$ cat config.mk
export PLATFORM = sky130hd
export DESIGN_NAME = rom_sequencer
export DESIGN_NICKNAME = d
export VERILOG_FILES = /design/src/rtl/rom_sequencer.sv
export SDC_FILE = /design/constraint.sdc
export NUM_CORES = 1
export LEC_CHECK = 0
export ABC_AREA = 1
export BUFFER_PORTS_ARGS = -buffer_cell sky130_fd_sc_hd__buf_2
export CORE_MARGIN = 5
export CORE_UTILIZATION = 50
export DETAILED_ROUTE_END_ITERATION = 10
export HOLD_SLACK_MARGIN = 0.15
export PLACE_DENSITY = 0.72
export SYNTH_ARGS = -nofsm -noshare
export SYNTH_HDL_FRONTEND = slang
export SYNTH_SLANG_ARGS = --single-unit
$ cat constraint.sdc
create_clock -name clk -period 2.9 [get_ports clk]
set_clock_uncertainty 0.15 [all_clocks]
set_input_delay 0.58 -clock clk [delete_from_list [all_inputs] [get_ports clk]]
set_output_delay 0.58 -clock clk [all_outputs]
set_load 0.02 [all_outputs]
$ cat src/rtl/rom_sequencer.sv
// Walks a synchronous ROM between latched loop bounds: free-run, one-shot or single-step, with a built-in tick prescaler.
// Optional macro ROM_SEQ_DIR_EN adds a `dir` input that lets the walk run downward.
module rom_sequencer #(
    parameter int unsigned ADDR_W = 8,
    parameter int unsigned DATA_W = 16,
    parameter int unsigned DIV_W  = 24
) (
    input  logic              clk,
    input  logic              rst_n,
    input  logic              start,
    input  logic              stop,
    input  logic [1:0]        mode,
    input  logic              step,
`ifdef ROM_SEQ_DIR_EN
    input  logic              dir,
`endif
    input  logic [DIV_W-1:0]  div_max,
    input  logic [ADDR_W-1:0] loop_start,
    input  logic [ADDR_W-1:0] loop_end,
    output logic [ADDR_W-1:0] rom_addr,
    input  logic [DATA_W-1:0] rom_q,
    output logic [DATA_W-1:0] q,
    output logic              q_valid,
    output logic              busy,
    output logic              done
);

    typedef enum logic [1:0] {
        ST_IDLE    = 2'd0,
        ST_ISSUE   = 2'd1,
        ST_CAPTURE = 2'd2,
        ST_WAIT    = 2'd3
    } state_t;

    state_t            state;
    logic [ADDR_W-1:0] pc;
    logic [ADDR_W-1:0] lp_start;
    logic [ADDR_W-1:0] lp_end;
    logic [1:0]        mode_l;
    logic [DIV_W-1:0]  cnt;
    logic [DATA_W-1:0] rom_hold;
    logic              cap_pend;
`ifdef ROM_SEQ_DIR_EN
    logic              dir_l;
`endif

    logic              down_c;
    logic              at_end_c;
    logic              one_shot_c;
    logic              step_mode_c;
    logic              advance_c;
    logic [ADDR_W-1:0] pc_step_c;

    // Walk direction and advance decision for the current WAIT cycle
`ifdef ROM_SEQ_DIR_EN
    assign down_c = dir_l;
`else
    assign down_c = 1'b0;
`endif
    assign at_end_c    = (pc == lp_end);
    assign one_shot_c  = mode_l[0];
    assign step_mode_c = (mode_l == 2'b10);
    assign pc_step_c   = down_c ? (pc - ADDR_W'(1)) : (pc + ADDR_W'(1));
    // The first WAIT cycle publishes the flopped ROM word, so advancing starts after it
    assign advance_c   = (state == ST_WAIT) && !cap_pend &&
                         (step_mode_c ? step : (cnt >= div_max));

    assign rom_addr = pc;

    // Sequencer FSM with registered outputs; priority stop > start > advance
    always_ff @(posedge clk or negedge rst_n) begin
        if (!rst_n) begin
            state    <= ST_IDLE;
            pc       <= '0;
            lp_start <= '0;
            lp_end   <= '0;
            mode_l   <= 2'b00;
            cnt      <= '0;
            rom_hold <= '0;
            cap_pend <= 1'b0;
            q        <= '0;
            q_valid  <= 1'b0;
            busy     <= 1'b0;
            done     <= 1'b0;
`ifdef ROM_SEQ_DIR_EN
            dir_l    <= 1'b0;
`endif
        end else begin
            q_valid <= 1'b0;
            done    <= 1'b0;
            if (stop) begin
                state    <= ST_IDLE;
                busy     <= 1'b0;
                cap_pend <= 1'b0;
            end else if (start) begin
                mode_l   <= mode;
                lp_start <= loop_start;
                lp_end   <= loop_end;
`ifdef ROM_SEQ_DIR_EN
                dir_l    <= dir;
`endif
                pc       <= loop_start;
                cnt      <= '0;
                cap_pend <= 1'b0;
                busy     <= 1'b1;
                state    <= ST_ISSUE;
            end else begin
                case (state)
                    ST_ISSUE: begin
                        state <= ST_CAPTURE;
                    end
                    ST_CAPTURE: begin
                        rom_hold <= rom_q;
                        cap_pend <= 1'b1;
                        cnt      <= '0;
                        state    <= ST_WAIT;
                    end
                    ST_WAIT: begin
                        if (cap_pend) begin
                            q        <= rom_hold;
                            q_valid  <= 1'b1;
                            cap_pend <= 1'b0;
                        end else if (advance_c) begin
                            cnt <= '0;
                            if (at_end_c && one_shot_c) begin
                                done  <= 1'b1;
                                busy  <= 1'b0;
                                state <= ST_IDLE;
                            end else begin
                                pc    <= at_end_c ? lp_start : pc_step_c;
                                state <= ST_ISSUE;
                            end
                        end else if (!step_mode_c) begin
                            cnt <= cnt + DIV_W'(1);
                        end
                    end
                    default: begin
                    end
                endcase
            end
        end
    end

endmodule

; Word-level counts from Yosys, hierarchy flattened
; Cells that the tools add are included.
[op_classes]
n_reduce_logical = 19
n_eq_ne = 12
bitwise_logic = 2
n_addsub = 2
mux = 37
n_lt_le_gt_ge = 1
[ops]
columns = op, count
row1 = $mux W24, 4
row2 = $mux W8, 6
row3 = $pmux W24 S2, 1
row4 = $add A24 B1 Y24 const B, 1
row5 = $ge A24 B24 Y1, 1
row6 = $mux W1, 20
row7 = $ne A4 B4 Y1 const B, 3
row8 = $reduce_and A4 Y1, 3
row9 = $reduce_bool A3 Y1, 4
row10 = $add A8 B1 Y8 const B, 1
row11 = $eq A8 B8 Y1, 1
row12 = $mux W2, 4
row13 = $eq A2 B2 Y1 const B, 3
row14 = $ne A3 B3 Y1 const B, 2
row15 = $pmux W2 S3, 1
row16 = $reduce_and A3 Y1, 2
row17 = $reduce_and A5 Y1, 1
row18 = $reduce_bool A5 Y1, 1
row19 = $ne A2 B2 Y1 const B, 2
row20 = $reduce_bool A2 Y1, 2
row21 = $reduce_bool A4 Y1, 1
row22 = $logic_and A1 B1 Y1, 3
row23 = $eq A2 B1 Y1 const B, 1
row24 = $not A1 Y1, 2
row25 = other kinds (3), 3
[word_totals]
output_inout_bits = 27
wordCells = 85
reg_bits = 88

; Logic depth before layout (Yosys ltp)
; Gate-level depths: netlist of the first run.
[logic_depth]
word_depth = 8
depth_mapped = 18
mapped_depth_nobuf = 17

; Worst setup path after synthesis of the first run
; Ideal clock, no wire load.
[synth_path]
path_type = input -> register
start = input port div_max[23]
end = register cnt[4]
cell_stages = 15
setup_ps = 116
t_arrival_ps = 1986
slack_ps = 648
cell_sequence = inv_1 > ha_1 > nand2_1 > nor2_1 > nand2_1 > nor2_1 > nand2_1 > nand3_2 > nand2_2 > buf_6 > nand3_2 > nand3_4 > buf_6 > nand2_1 > nand2_1
[synth_via]
elab_chain_cells = 7
[synth_rtl]
columns = item, line
row1 = start: declaration, 17  ; input logic [DIV_W-1:0] div_max,
row2 = $ge A24 B24 Y1 (*), 66  ; (step_mode_c ? step : (cnt >= div_max));
row3 = $mux W1 (*), 66
row4 = $logic_and A1 B1 Y1 (*), 65  ; assign advance_c = (state == ST_WAIT) && !cap_pend &&
row5 = $mux W24, 123  ; end else if (advance_c) begin
row6 = $mux W24, 119  ; if (cap_pend) begin
row7 = $pmux W24 S2, 108  ; case (state)
row8 = $mux W24, 95  ; end else if (start) begin
row9 = end signal: assignment, 134  ; cnt <= cnt + DIV_W'(1);
row10 = end: declaration, 40  ; logic [DIV_W-1:0] cnt;
; Mark *: on every way between the ends. The rest lies on a longest branch, timed or not. The select of a mux whose other input is x is not followed.
; A chain may end at the register's enable or synchronous reset.

; Worst setup path after layout of the first run
[layout_path]
start = register cnt[14]
end = register cnt[1]
[layout_via]
elab_chain_cells = 7
[layout_rtl]
columns = item, line
row1 = $ge A24 B24 Y1 (*), 66
row2 = $mux W1 (*), 66
row3 = $logic_and A1 B1 Y1 (*), 65
row4 = $mux W24, 123
row5 = $mux W24, 119
row6 = $pmux W24 S2, 108
row7 = $mux W24, 95
; Marked as above.

==> run summary, run 1 <==
0 antenna diodes ended up in the layout. The largest fanout on the critical path is 24. The logs give 0 for the number of DRC violations after detailed routing and 39 for the count of unique library cells instantiated by Yosys. After Yosys synthesis, full adders, half adders and majority gates account for 6.219% of the synthesized area. On the worst path, the slowest cell contributes a delay of 480 ps. Timing would allow up to 404.1 MHz. Final estimated routing congestion in global placement: 0.8974. The main flop type after synthesis was sky130_fd_sc_hd__dfrtp_1.

Final cell count without fillers: 868. After synthesis, the mean cell area works out to 8.225 µm². Setup total negative slack on the finished layout was measured at 0 ps. The total power per unit cell area is 460.5 mW/mm², and the number of port buffers is 89. For the required time of the critical path, the log shows 3000 ps. The type of the setup path with the least slack is flop to flop. The first global-routing pass estimated 19,880 µm of wire.

The first detailed-routing pass took 4 iterations. For the post-route cell area, the log shows 0.006030 mm². STA classifies the critical path startpoint as a flop. The startpoint identified for the worst hold timing path is loop_end[5]. The most frequent cell on the critical path is sky130_fd_sc_hd__nand2_1. The leading cell type by number of instances after synthesis was sky130_fd_sc_hd__nand2_1.

The tools report the destination of the worst register-to-register timing path as cnt[1]$_DFFE_PN0P_. In this run the tightest slew margin relative to its limit is 58.11%. Static leakage: 3.172 nW. The clock-pin transition on the worst setup and hold timing paths was 100 ps; the number of placed instances, taps included was 851. The max-slew violation count came out at 0.

The longest clock path from root to sink contains 2 buffers. The min-delay analysis places its worst path in the category input pin to flop. The synthesized design contains 0 enable-type register cells. Final hold analysis gives a worst-case slack of 293.6 ps. The synthesized design contains 88 register bits. The area added between synthesis and finish is 15.26%.

In the synthesized netlist, the cells that appear most often are 196 x sky130_fd_sc_hd__nand2_1, 88 x sky130_fd_sc_hd__dfrtp_1, 66 x sky130_fd_sc_hd__inv_1. The mux contribution to synthesized area came out at 5.381%. For the pin with the worst max-slew slack, the measured transition is 627.7 ps. The final critical path takes up 85.34% of the cycle. Counting flops with an async set or reset pin after synthesis yields a share of 100.0%. The tool flagged a number of max-cap violations equal to 0. The detailed router finished its first iteration with 180 violations. The final routed wirelength across all metal layers was 11,700 µm; the fraction of synthesized cell area in xor and xnor cells was 5.860%.

After clock tree synthesis, the repair step resized 0 gates. In the final layout, the share of cells above drive strength 1 is 24.32%. The depth of the worst register-to-register path works out to 12. Library cell used as clock root buffer: sky130_fd_sc_hd__clkbuf_8.

The synthesized netlist devotes 28.39% of its cell area to simple gates. The die covers 0.01261 mm². Setup repair after global routing left no endpoint under its margin. The register cell area after layout is 0.002202 mm², and the sequential element share of the synthesized area is 42.10%. Area used by multi-input combinational logic: 0.002669 mm². Traced cell by cell, the critical path runs through ha_1 -> nand2_1 -> nor2_1 -> nand4_1 -> nor2_1 -> nand2_1 -> nand3_2 -> nand2_2 -> nand3_2 -> nand3_4 -> nand2_1 -> nand2_1.

The portion of synthesized cell area occupied by the leading cell type was 42.10%; the placement row count was 37. The dominant combinational cell family by area after synthesis was simple AND/OR/NAND/NOR gates. Setup slack on the worst reg-to-reg path comes out at 430 ps. The total of endpoints with negative setup slack in the final report came out at 0. After detailed placement, the total cell area comes to 0.005817 mm².

The tools report the worst hold endpoint as lp_end[5]$_DFFE_PN0P_. TritonCTS built the clock tree. For the number of global-route vias before repair, the log shows 4,379. In this run the critical register-to-register path is launched from cnt[14]$_DFFE_PN0P_. Summing every instance area after synthesis gives 0.005231 mm². The slowest stage of the critical path is the sky130_fd_sc_hd__dfrtp_1 cell. In this run the remaining antenna-violating nets after routing total 0.

The initial utilization of the core area, before any placement, comes to 50.90%. The run finished with clean final reports. CTS built an H-tree with a depth of 3. The total of fill cells in the finished design was 965. The number of clock buffers added by TritonCTS is 9.

The final total power is 2.776 mW, and the mean routed wirelength per cell is 13.48 µm. The total routing resource utilization after global routing is 19.04%. The floorplan step defined a core boundary enclosing 0.01028 mm². The later-pin clock latency in the skew report came out at 370 ps.

The via count came out at 4,345. The global-route congestion overflow total was 0; the final HPWL from detailed placement was 8802 µm. The clock period minus worst slack is 2475 ps. Biggest area consumer among synthesized cells: sky130_fd_sc_hd__dfrtp_1. The maximum number of pins on one net before global-route repair is 39, and the number of nets in the layout is 816.

The final hold violation count was 0; the arrival time at the worst endpoint was 2580 ps. The worst-case IR drop observed on VDD is 0.2505 mV. The worst hold path passes through 2 cells. The number of antenna violations at the first check in global routing is 0. The kind of end point of the critical path was a flop.

Clock tree synthesis found a total of 88 sinks. In the routed layout, each cell is associated on average with a via count of 5.006. During synthesis, Yosys emitted a total of 0 warnings.

Summing the areas of all compound-gate instances in the mapped netlist gives 5.166% of the synthesized area. The vertical die dimension is 112.3 µm, and the post-synthesis net count is 725. During I/O placement, the number of pins put on the boundary was 90.

By area the synthesized netlist is led by sky130_fd_sc_hd__dfrtp_1 42%, sky130_fd_sc_hd__nand2_1 14%, sky130_fd_sc_hd__ha_1 6.2%. Synthesis produced 636 cells. X dimension of the die: 112.3 µm.
## worst max path at each step
| stage | from | end | slack [ps] | cells after the start |
|---|---|---|---|---|
| after floorplan | div_max[23] | cnt[4]$_DFFE_PN0P_ | 650 | 15 |
| after CTS | cnt[15]$_DFFE_PN0P_ | cnt[1]$_DFFE_PN0P_ | 380 | 12 |
| after global placement | div_max[15] | cnt[0]$_DFFE_PN0P_ | 290 | 14 |
| final | cnt[14]$_DFFE_PN0P_ | cnt[1]$_DFFE_PN0P_ | 430 | 12 |
| after global routing | cnt[15]$_DFFE_PN0P_ | cnt[1]$_DFFE_PN0P_ | 160 | 12 |
| after detailed placement | div_max[15] | cnt[1]$_DFFE_PN0P_ | 200 | 14 |
## worst max-delay path: cells and delay by family (launching register included)
kind / cells / cell delay [ps]
adder cells (fa/ha/maj): 1 / 310
flip-flops: 1 / 480
AND/OR/NAND/NOR: 11 / 1410
## logic make-up after synthesis
kind of cell,count (synthesis)
AND/OR/NAND/NOR,325
flip-flops,88
adder cells (fa/ha/maj),26
buffers and inverters,86
AO/OA/AOI/OAI,51
XOR/XNOR,35
multiplexers,25
## state kept, by name, summed over array words and instances, names as in the netlist, 2 cells and up
signal    count
state         2
lp_start      8
q            16
lp_end        8
rom_addr      8
rom_hold     16
cnt          24
mode_l        2
## layout make-up
cell class | count | area share, %
clock buffers | 9 | 2.054
clock inverters | 7 | 1.307
inverters | 68 | 4.233
multi-input cells | 462 | 44.26
flip-flops and latches | 88 | 36.52
well taps | 136 | 2.822
repair buffers | 98 | 8.799
## placed cells by master (no fill, tap or decap), types with 3 or more instances in the layout
master                       n
sky130_fd_sc_hd__a21oi_1    19
sky130_fd_sc_hd__buf_2      88
sky130_fd_sc_hd__buf_4       8
sky130_fd_sc_hd__clkbuf_8    9
sky130_fd_sc_hd__dfrtp_1    88
sky130_fd_sc_hd__ha_1       26
sky130_fd_sc_hd__inv_1      66
sky130_fd_sc_hd__mux2_2     25
sky130_fd_sc_hd__nand2_1   196
sky130_fd_sc_hd__nand2_2     7
sky130_fd_sc_hd__nand3_1    25
sky130_fd_sc_hd__nand3_2     3
sky130_fd_sc_hd__nand3b_1    5
sky130_fd_sc_hd__nand4_1     7
sky130_fd_sc_hd__nor2_1     47
sky130_fd_sc_hd__nor2_2     14
sky130_fd_sc_hd__nor3_1      6
sky130_fd_sc_hd__nor3_2      4
sky130_fd_sc_hd__o21ai_0    20
sky130_fd_sc_hd__o21ai_1     6
sky130_fd_sc_hd__xnor2_1    13
sky130_fd_sc_hd__xor2_1     22
## layer usage
metal | global-route usage (%) | wire length (µm) | up-vias
li1 | - | - | 2195
met4 | 6.090 | 162 | 0
met2 | 30.99 | 5511 | 99
met3 | 4.906 | 687 | 15
met1 | 24.97 | 5338 | 2036
met5 | 0 | 0 | -
## stage by stage
step	utilization, %	setup WS, ps
after detailed placement	56.60	201.7
after global placement	56.60	288.6
final	58.67	425.2
after global routing	58.67	161.1
after CTS	58.67	382.5
after floorplan	-	648.1
## power breakdown
part / internal [mW] / total (mW) / switching [mW] / leakage [nW]
combinational: 0.205 / 0.456 / 0.252 / 1.94
sequential: 1.35 / 1.43 / 0.0852 / 1.13
clock: 0.409 / 0.887 / 0.478 / 0.0982
total: 1.96 / 2.78 / 0.815 / 3.17
## what timing repair did
action,in CTS,in global routing
hold buffers,1,0
setup buffers,0,0
endpoints found under the hold margin,35,0
(Power assumes the default switching activity.)
==> run 2: changes to the inputs <==
--- a/config.mk
+++ b/config.mk
@@ -8,10 +8,10 @@
 export ABC_AREA = 1
 export BUFFER_PORTS_ARGS = -buffer_cell sky130_fd_sc_hd__buf_2
 export CORE_MARGIN = 5
-export CORE_UTILIZATION = 50
+export CORE_UTILIZATION = 57
 export DETAILED_ROUTE_END_ITERATION = 10
 export HOLD_SLACK_MARGIN = 0.15
-export PLACE_DENSITY = 0.72
+export PLACE_DENSITY = 0.81
 export SYNTH_ARGS = -nofsm -noshare
 export SYNTH_HDL_FRONTEND = slang
 export SYNTH_SLANG_ARGS = --single-unit
==> constraint.sdc (replaced) <==
create_clock -name clk -period 2.3 [get_ports clk]
set_clock_uncertainty 0.15 [all_clocks]
set_input_delay 0.46 -clock clk [delete_from_list [all_inputs] [get_ports clk]]
set_output_delay 0.46 -clock clk [all_outputs]
set_load 0.02 [all_outputs]
==> run summary, run 2 (synthesized netlist as in run 1, its figures left out) <==
Static leakage: 3.505 nW (+11%). In this run the clock root is driven by a sky130_fd_sc_hd__clkbuf_8. The logs give 22.57% (+3.5 points) for the total routing resource utilization after global routing and 0.009109 mm² (-11%) for the standard cell core area.

The tools report the global-route congestion overflow total as 0 (unchanged). The worst setup margin was -2.367 ps (-427.6 ps). The most common cell after layout, fill and taps aside is sky130_fd_sc_hd__nand2_1.

For the placement row count, the log shows 35 (-5.4%). The boundary pin count was 90 (unchanged); the number of nets in the layout was 857 (+5.0%). In the layout the commonest cells are 159 x sky130_fd_sc_hd__nand2_1, 88 x sky130_fd_sc_hd__dfrtp_1, 88 x sky130_fd_sc_hd__buf_2.

For the clock sink count, the log shows 88 (unchanged). The via count is 4,715 (+8.5%). Setup repair after global routing could not meet its margin everywhere. The placed cell area was 0.006056 mm² (+4.1%). Clock-pin transition on the worst setup and hold timing paths: 100 ps (about the same). The number of levels in the clock H-tree was 3 (unchanged); the peak supply drop was 0.3948 mV (+58%). Critical path launch point type: a flop. The tools report the later-pin clock latency in the skew report as 350 ps (-20 ps). For the number of buffers between clock root and the deepest sink, the log shows 2 (unchanged).

The layout cell share with drive strength beyond 1 was 34.41% (+10 points). The total of endpoints with negative setup slack in the final report is 1 (+1). The final reports fail on negative setup slack. The area growth from synthesis to layout is 26.96%.

The vertical die dimension is 105.8 µm (-5.8%), and the final routed wirelength across all metal layers is 13,130 µm (+12%). For the antenna cell count, the log shows 0 (unchanged). TritonCTS built the clock tree. The flow ran to the end, but the final reports show violations.

The number of DRC violations after detailed routing was 0 (unchanged). Final cell count without fillers: 884 (+1.8%). The clock period minus worst slack was 2302 ps (-172.4 ps).

The ratio of routed vias to standard cells was 5.334 (+6.6%); the number of max-cap violations was 0 (unchanged). The number of global-route vias before repair is 4,659 (+6.4%), and the period utilization is 100.1% (+15 points). The starting utilization of the core area is 57.43% (+6.5 points). The first-pass detailed-route iteration total was 6 (+2). The number of antenna violations at the first check in global routing is 0 (unchanged), and the number of placed instances, taps included is 857 (+0.71%). The tools report the required time of the critical path as 2390 ps (-610 ps).

The slew at the pin closest to its max-slew limit is 908.5 ps (+280.8 ps), and the relative slew slack is 39.43% (-19 points). Setup slack after placement: -193.0 ps (-394.7 ps). The number of port buffers is 89 (unchanged). The final hold violation count was 0 (unchanged); the total power per unit cell area was 539.1 mW/mm² (+17%). The critical path is of the flop to flop type. Maximum number of pins on one net before global-route repair: 47 (+21%). The worst setup path is captured at a flop. The final HPWL from detailed placement is 9058 µm (+2.9%), and the number of buffers created by CTS is 9 (unchanged). The number of nets still failing antenna checks after routing is 0 (unchanged), and the first-pass GRT wire length is 20,780 µm (+4.5%). For the final standard cell utilization of the core, the log shows 72.91% (+14 points). The min-delay analysis places its worst path in the category input pin to flop. The final estimated routing congestion in global placement came out at 0.9230 (+2.9%). The largest registers in the layout are cnt x24, q x16, rom_hold x16. The x dimension of the die was 105.8 µm (-5.8%); the largest fanout on the critical path was 6 (-75%). The register with the most flip-flops was cnt.

The max-slew violation count is 0 (unchanged), and the mean routed wirelength per cell is 14.85 µm (+10%). The post-route cell area is 0.006641 mm² (+10%). The die footprint is 0.01119 mm² (-11%), and the fmax is 434.3 MHz (+7.5%).

The tools report the arrival time at the worst endpoint as 2400 ps (-180 ps). The final total power is 3.580 mW (+29%), and the initial detailed-routing violation count is 310 (+72%). The number of flip-flops in the largest register works out to 24 (unchanged).
[run 2: cell count changes in the layout (fill, tap and decap cells not counted), sizes merged]
cell      previous run  this run
buf                 97       133
nand3               30        33
clkinvlp             2         1
clkbuf               9        11
clkinv               1         2
[run 2: final timing paths]
| check | to | slack, ps | start | cells past startpoint |
|---|---|---|---|---|
| hold reg to reg | q[8]$_DFFE_PN0P_ | 330 | rom_hold[8]$_DFFE_PN0P_ | 2 |
| setup reg to reg | cnt[19]$_DFFE_PN0P_ | -2 | cnt[5]$_DFFE_PN0P_ | 16 |
| max in group asynchronous | q[15]$_DFFE_PN0P_ | 860 | rst_n | 3 |
| hold / removal | lp_end[5]$_DFFE_PN0P_ | 180 | loop_end[5] | 2 |
| setup / recovery | cnt[19]$_DFFE_PN0P_ | -2 | cnt[5]$_DFFE_PN0P_ | 16 |
| min in group asynchronous | lp_end[5]$_DFFE_PN0P_ | 500 | rst_n | 2 |
[run 2: repair_timing]
action | in CTS | in global routing
hold buffers | 1 | 0
hold endpoints to repair | 44 | 0
cloned | 1 | 5
setup endpoints to repair | 24 | 36
resized for setup | 2 | 57
pin swaps | 0 | 9
buffers inserted | 0 | 4
[run 2: layer usage]
layer,vias up,GRT usage [%],share of wire (%)
met5,-,0,0
met4,0,7.863,2.4
met3,32,4.654,7.7
met2,197,37.43,49
met1,2193,29.40,41
li1,2293,-,-
[run 2: layout make-up]
| class | instances | area (µm²) |
|---|---|---|
| Multi-Input combinational cell | 465 | 2940 |
| Fill cell | 686 | 2467 |
| Sequential cell | 88 | 2202 |
| Timing Repair Buffer | 136 | 892.1 |
| Inverter | 68 | 255.2 |
| Tap cell | 111 | 138.9 |
| Clock buffer | 9 | 123.9 |
| Clock inverter | 7 | 88.84 |
[run 2: critical path: stages (launching register included)]
cell and delay, ps:
sky130_fd_sc_hd__dfrtp_1 420, sky130_fd_sc_hd__ha_1 310, sky130_fd_sc_hd__nand2_1 90, sky130_fd_sc_hd__nor2_2 40
sky130_fd_sc_hd__nand2_1 50, sky130_fd_sc_hd__nand2_1 40, sky130_fd_sc_hd__nor2_1 120, sky130_fd_sc_hd__nand2_2 100
sky130_fd_sc_hd__nand2_2 80, sky130_fd_sc_hd__nand3_4 90, sky130_fd_sc_hd__nand2_4 140, sky130_fd_sc_hd__nand3_2 80
sky130_fd_sc_hd__nand2_2 100, sky130_fd_sc_hd__nand2_4 90, sky130_fd_sc_hd__clkbuf_16 190, sky130_fd_sc_hd__nand2_2 60
sky130_fd_sc_hd__nand2_1 40
[run 2: through the flow]
step	setup TNS, ps	hold slack (ps)
after floorplan	0	14.41
after global placement	-2028	299.4
after detailed placement	-4679	310.1
after CTS	0	168.9
after global routing	-2063	169.6
final	-2.367	178.8
[run 2: power by group]
group          switching [mW]  total, mW  internal [mW]
Clock                   0.600       1.13          0.525
Sequential              0.103       1.80           1.70
Combinational           0.357      0.653          0.296
Total                    1.06       3.58           2.52
==> run 3: changes to the inputs <==
--- a/config.mk
+++ b/config.mk
@@ -12,6 +12,7 @@
 export DETAILED_ROUTE_END_ITERATION = 10
 export HOLD_SLACK_MARGIN = 0.15
 export PLACE_DENSITY = 0.81
+export SETUP_SLACK_MARGIN = 0.15
 export SYNTH_ARGS = -nofsm -noshare
 export SYNTH_HDL_FRONTEND = slang
 export SYNTH_SLANG_ARGS = --single-unit
==> run summary, run 3 (synthesized netlist as in run 1, its figures left out) <==
The tools report the required time of the critical path as 2400 ps (about the same). Largest fanout on the critical path: 6 (unchanged). The tools report the setup slack after placement as -193.0 ps (unchanged).

Area added between synthesis and finish: 29.90%. The run gives 90 (unchanged) as the boundary pin count. The logs give 857 (unchanged) for the number of placed instances, taps included and 9058 µm (unchanged) for the final HPWL from detailed placement. The endpoint identified for the worst register-to-register timing path is cnt[3]$_DFFE_PN0P_. The worst reg2reg path startpoint was cnt[6]$_DFFE_PN0P_. Slew at the pin closest to its max-slew limit: 970.1 ps (+61.55 ps). The number of max-cap violations was 0 (unchanged); the global-route congestion overflow total was 0 (unchanged). The number of buffers created by CTS is 9 (unchanged).

Most common cell after layout, fill and taps aside: sky130_fd_sc_hd__nand2_1. The ratio of routed vias to standard cells works out to 5.459 (+2.4%). The vertical die dimension is 105.8 µm (unchanged).

Via count: 4,848 (+2.8%). The x dimension of the die is 105.8 µm (unchanged), and the routed length on met3 is 1063 µm (+4.9%). In this design, the largest share of critical-path delay is due to simple AND/OR/NAND/NOR gates. The total of fill cells in the finished design is 648 (-5.5%). The setup path with the least slack is of type flop to flop. For the part of the power in combinational logic, the log shows 18.8% (+0.6 points).

In this run the top signal layer used is met4. The max-slew violation count was 0 (unchanged); the area used by multi-input combinational logic was 0.003033 mm² (+3.1%). The run gives 0 (unchanged) as the number of nets still failing antenna checks after routing. For the number of levels in the clock H-tree, the log shows 3 (unchanged). For the static leakage, the log shows 3.525 nW (+0.56%).

The biggest cell delay along the critical path was 450 ps (+30 ps); the layout cell share with drive strength beyond 1 was 37.32% (+2.9 points). The run gives 35.33% (-4.1 points) as the relative slew slack. The clock-pin transition on the worst setup and hold timing paths was 100 ps (about the same); the arrival time at the worst endpoint was 2390 ps (about the same). The library cells used most frequently in the layout, excluding fill and tap cells, are 151 x sky130_fd_sc_hd__nand2_1, 88 x sky130_fd_sc_hd__dfrtp_1, 88 x sky130_fd_sc_hd__buf_2. Ranked by flip-flop count, first place goes to cnt. Setup repair after global routing could not meet its margin everywhere. The total power per unit cell area came out at 531.8 mW/mm² (-1.4%).

The number of flip-flops in the largest register came out at 24 (unchanged). The standard cell core area was 0.009109 mm² (unchanged). The worst hold path terminates at lp_end[7]$_DFFE_PN0P_.

The number of buffer and inverter stages on the critical path came out at 1 (unchanged). The run gives 888 (+0.45%) as the final cell count without fillers. The net switching share of the total power was 29.96% (+0.34 points). The antenna cell count is 0 (unchanged). The mean routed wirelength per cell came out at 15.81 µm (+6.4%). Class of the most critical hold timing path: input pin to flop. The tools report the worst reg-to-reg setup slack as 4 ps (about the same). STA classifies the critical path startpoint as a flop.

The run gives 6944 µm (+7.4%) as the routed length on met2. The largest registers in the layout are cnt x24, q x16, rom_hold x16. The logs give 0 (unchanged) for the number of DRC violations after detailed routing and 49.9% (-0.4 points) for the share of power burned in registers.

The initial detailed-routing violation count is 343 (+11%), and the maximum number of pins on one net before global-route repair is 47 (unchanged). The cell depth of the worst setup path is 15 (-1). The count of cells along the worst hold path is 2 (unchanged), and the total routing resource utilization after global routing is 24.14% (+1.6 points). For the total of endpoints with negative setup slack in the final report, the log shows 0 (-1).

The run gives 0.002202 mm² (unchanged) as the register cell area after layout. Later-pin clock latency in the skew report: 360 ps (about the same). For the cell-internal power, the log shows 2.531 mW (+0.45%). Final standard cell utilization of the core: 74.60% (+1.7 points). The worst setup margin was 3.635 ps (+6.002 ps).

The run gives 6 (unchanged) as the first-pass detailed-route iteration total. The run gives 0 (unchanged) as the final hold violation count. For the post-route cell area, the log shows 0.006795 mm² (+2.3%).

The first-pass GRT wire length was 22,090 µm (+6.3%); the clock power share was 31.3% (about the same). The number of global-route vias before repair is 4,830 (+3.7%), and the starting utilization of the core area is 57.43% (unchanged). The number of buffers between clock root and the deepest sink was 2 (unchanged); the period utilization was 99.84% (-0.26 points). The final worst hold slack was 177.6 ps (-1.156 ps). The run gives 0.01119 mm² (unchanged) as the die footprint. The startpoint identified for the worst hold timing path is loop_end[7]. The net switching component of the power is 1.083 mW (+2.1%).

For the wire length the detailed router placed on met1, the log shows 5586 µm (+4.7%). The worst setup path is captured at a flop. The cell that appears most often on the critical path is sky130_fd_sc_hd__nand2_1. The run gives 435.5 MHz (+0.26%) as the fmax. The run gives 0 (unchanged) as the number of antenna violations at the first check in global routing. The slowest library cell on the worst path was sky130_fd_sc_hd__dfrtp_1. For the final routed wirelength across all metal layers, the log shows 14,040 µm (+6.9%). The number of port buffers was 89 (unchanged). The depth of the worst register-to-register path was 15 (-1); the placed cell area was 0.006056 mm² (unchanged).

TritonCTS built the clock tree. Number of nets in the layout: 861 (+0.47%). The clock sink count was 88 (unchanged); the clock period minus worst slack was 2296 ps (-6.002 ps). For the final estimated routing congestion in global placement, the log shows 0.9230 (unchanged). The signal on the critical path passes through ha_4 -> nand2_2 -> nor2_2 -> nand2_1 -> nand2_1 -> nor2_1 -> nand2_2 -> nand2_2 -> nand3_4 -> nand2_4 -> buf_6 -> nand3_4 -> nand3_4 -> nand2_1 -> nand2_1. The tools report the placement row count as 35 (unchanged). Library cell used as clock root buffer: sky130_fd_sc_hd__clkbuf_8.

The peak supply drop came out at 0.3607 mV (-8.6%). The flow ran to the end, and the final reports show no timing, DRC or antenna violations.
-- run 3: cell types whose count changed in the layout (fill, tap and decap cells not counted), sizes merged --
cell,previous run,this run
buf,133,137
-- run 3: per-stage QoR --
step                      setup TNS (ps)  power (mW)
after detailed placement           -4679       2.429
after global routing               -1563       3.795
final                                  0       3.613
after global placement             -2028       2.397
after floorplan                        0       2.199
after CTS                              0       3.578
-- run 3: worst max-delay path by stage --
stage	start	end	slack (ps)
finish	cnt[6]$_DFFE_PN0P_	cnt[3]$_DFFE_PN0P_	4
global route	cnt[21]$_DFFE_PN0P_	cnt[3]$_DFFE_PN0P_	-100
CTS	cnt[1]$_DFFE_PN0P_	cnt[2]$_DFFE_PN0P_	70
detailed placement	div_max[7]	cnt[7]$_DFFE_PN0P_	-190
global placement	div_max[3]	cnt[1]$_DFFE_PN0P_	-90
floorplan	div_max[23]	cnt[4]$_DFFE_PN0P_	170
-- run 3: what timing repair did --
| item | in CTS | in global routing |
|---|---|---|
| resized for setup | 24 | 63 |
| hold buffers | 1 | 0 |
| gates cloned | 4 | 2 |
| setup endpoints to repair | 36 | 36 |
| setup buffers | 5 | 3 |
| pin swaps | 2 | 23 |
| hold endpoints to repair | 44 | 0 |
-- run 3: layout make-up --
class	instances	share of cell area [%]
clock buffers	9	1.823
multi-input cells	465	44.63
inverters	68	3.756
repair buffers	140	14.03
flip-flops and latches	88	32.41
clock inverters	7	1.307
well taps	111	2.044
-- run 3: layer usage --
layer | up-vias | GRT usage, %
met5 | - | 0
met4 | 0 | 9.158
met3 | 50 | 5.144
met2 | 222 | 40.12
met1 | 2280 | 30.96
li1 | 2296 | -
-- run 3: power by group through the flow --
stage                     Combinational (mW)  Sequential (mW)  Clock [mW]
after CTS                              0.635             1.80        1.14
after global placement                 0.573             1.82           0
final                                  0.680             1.80        1.13
after floorplan                        0.349             1.85           0
after detailed placement               0.595             1.83           0
after global routing                   0.756             1.83        1.21
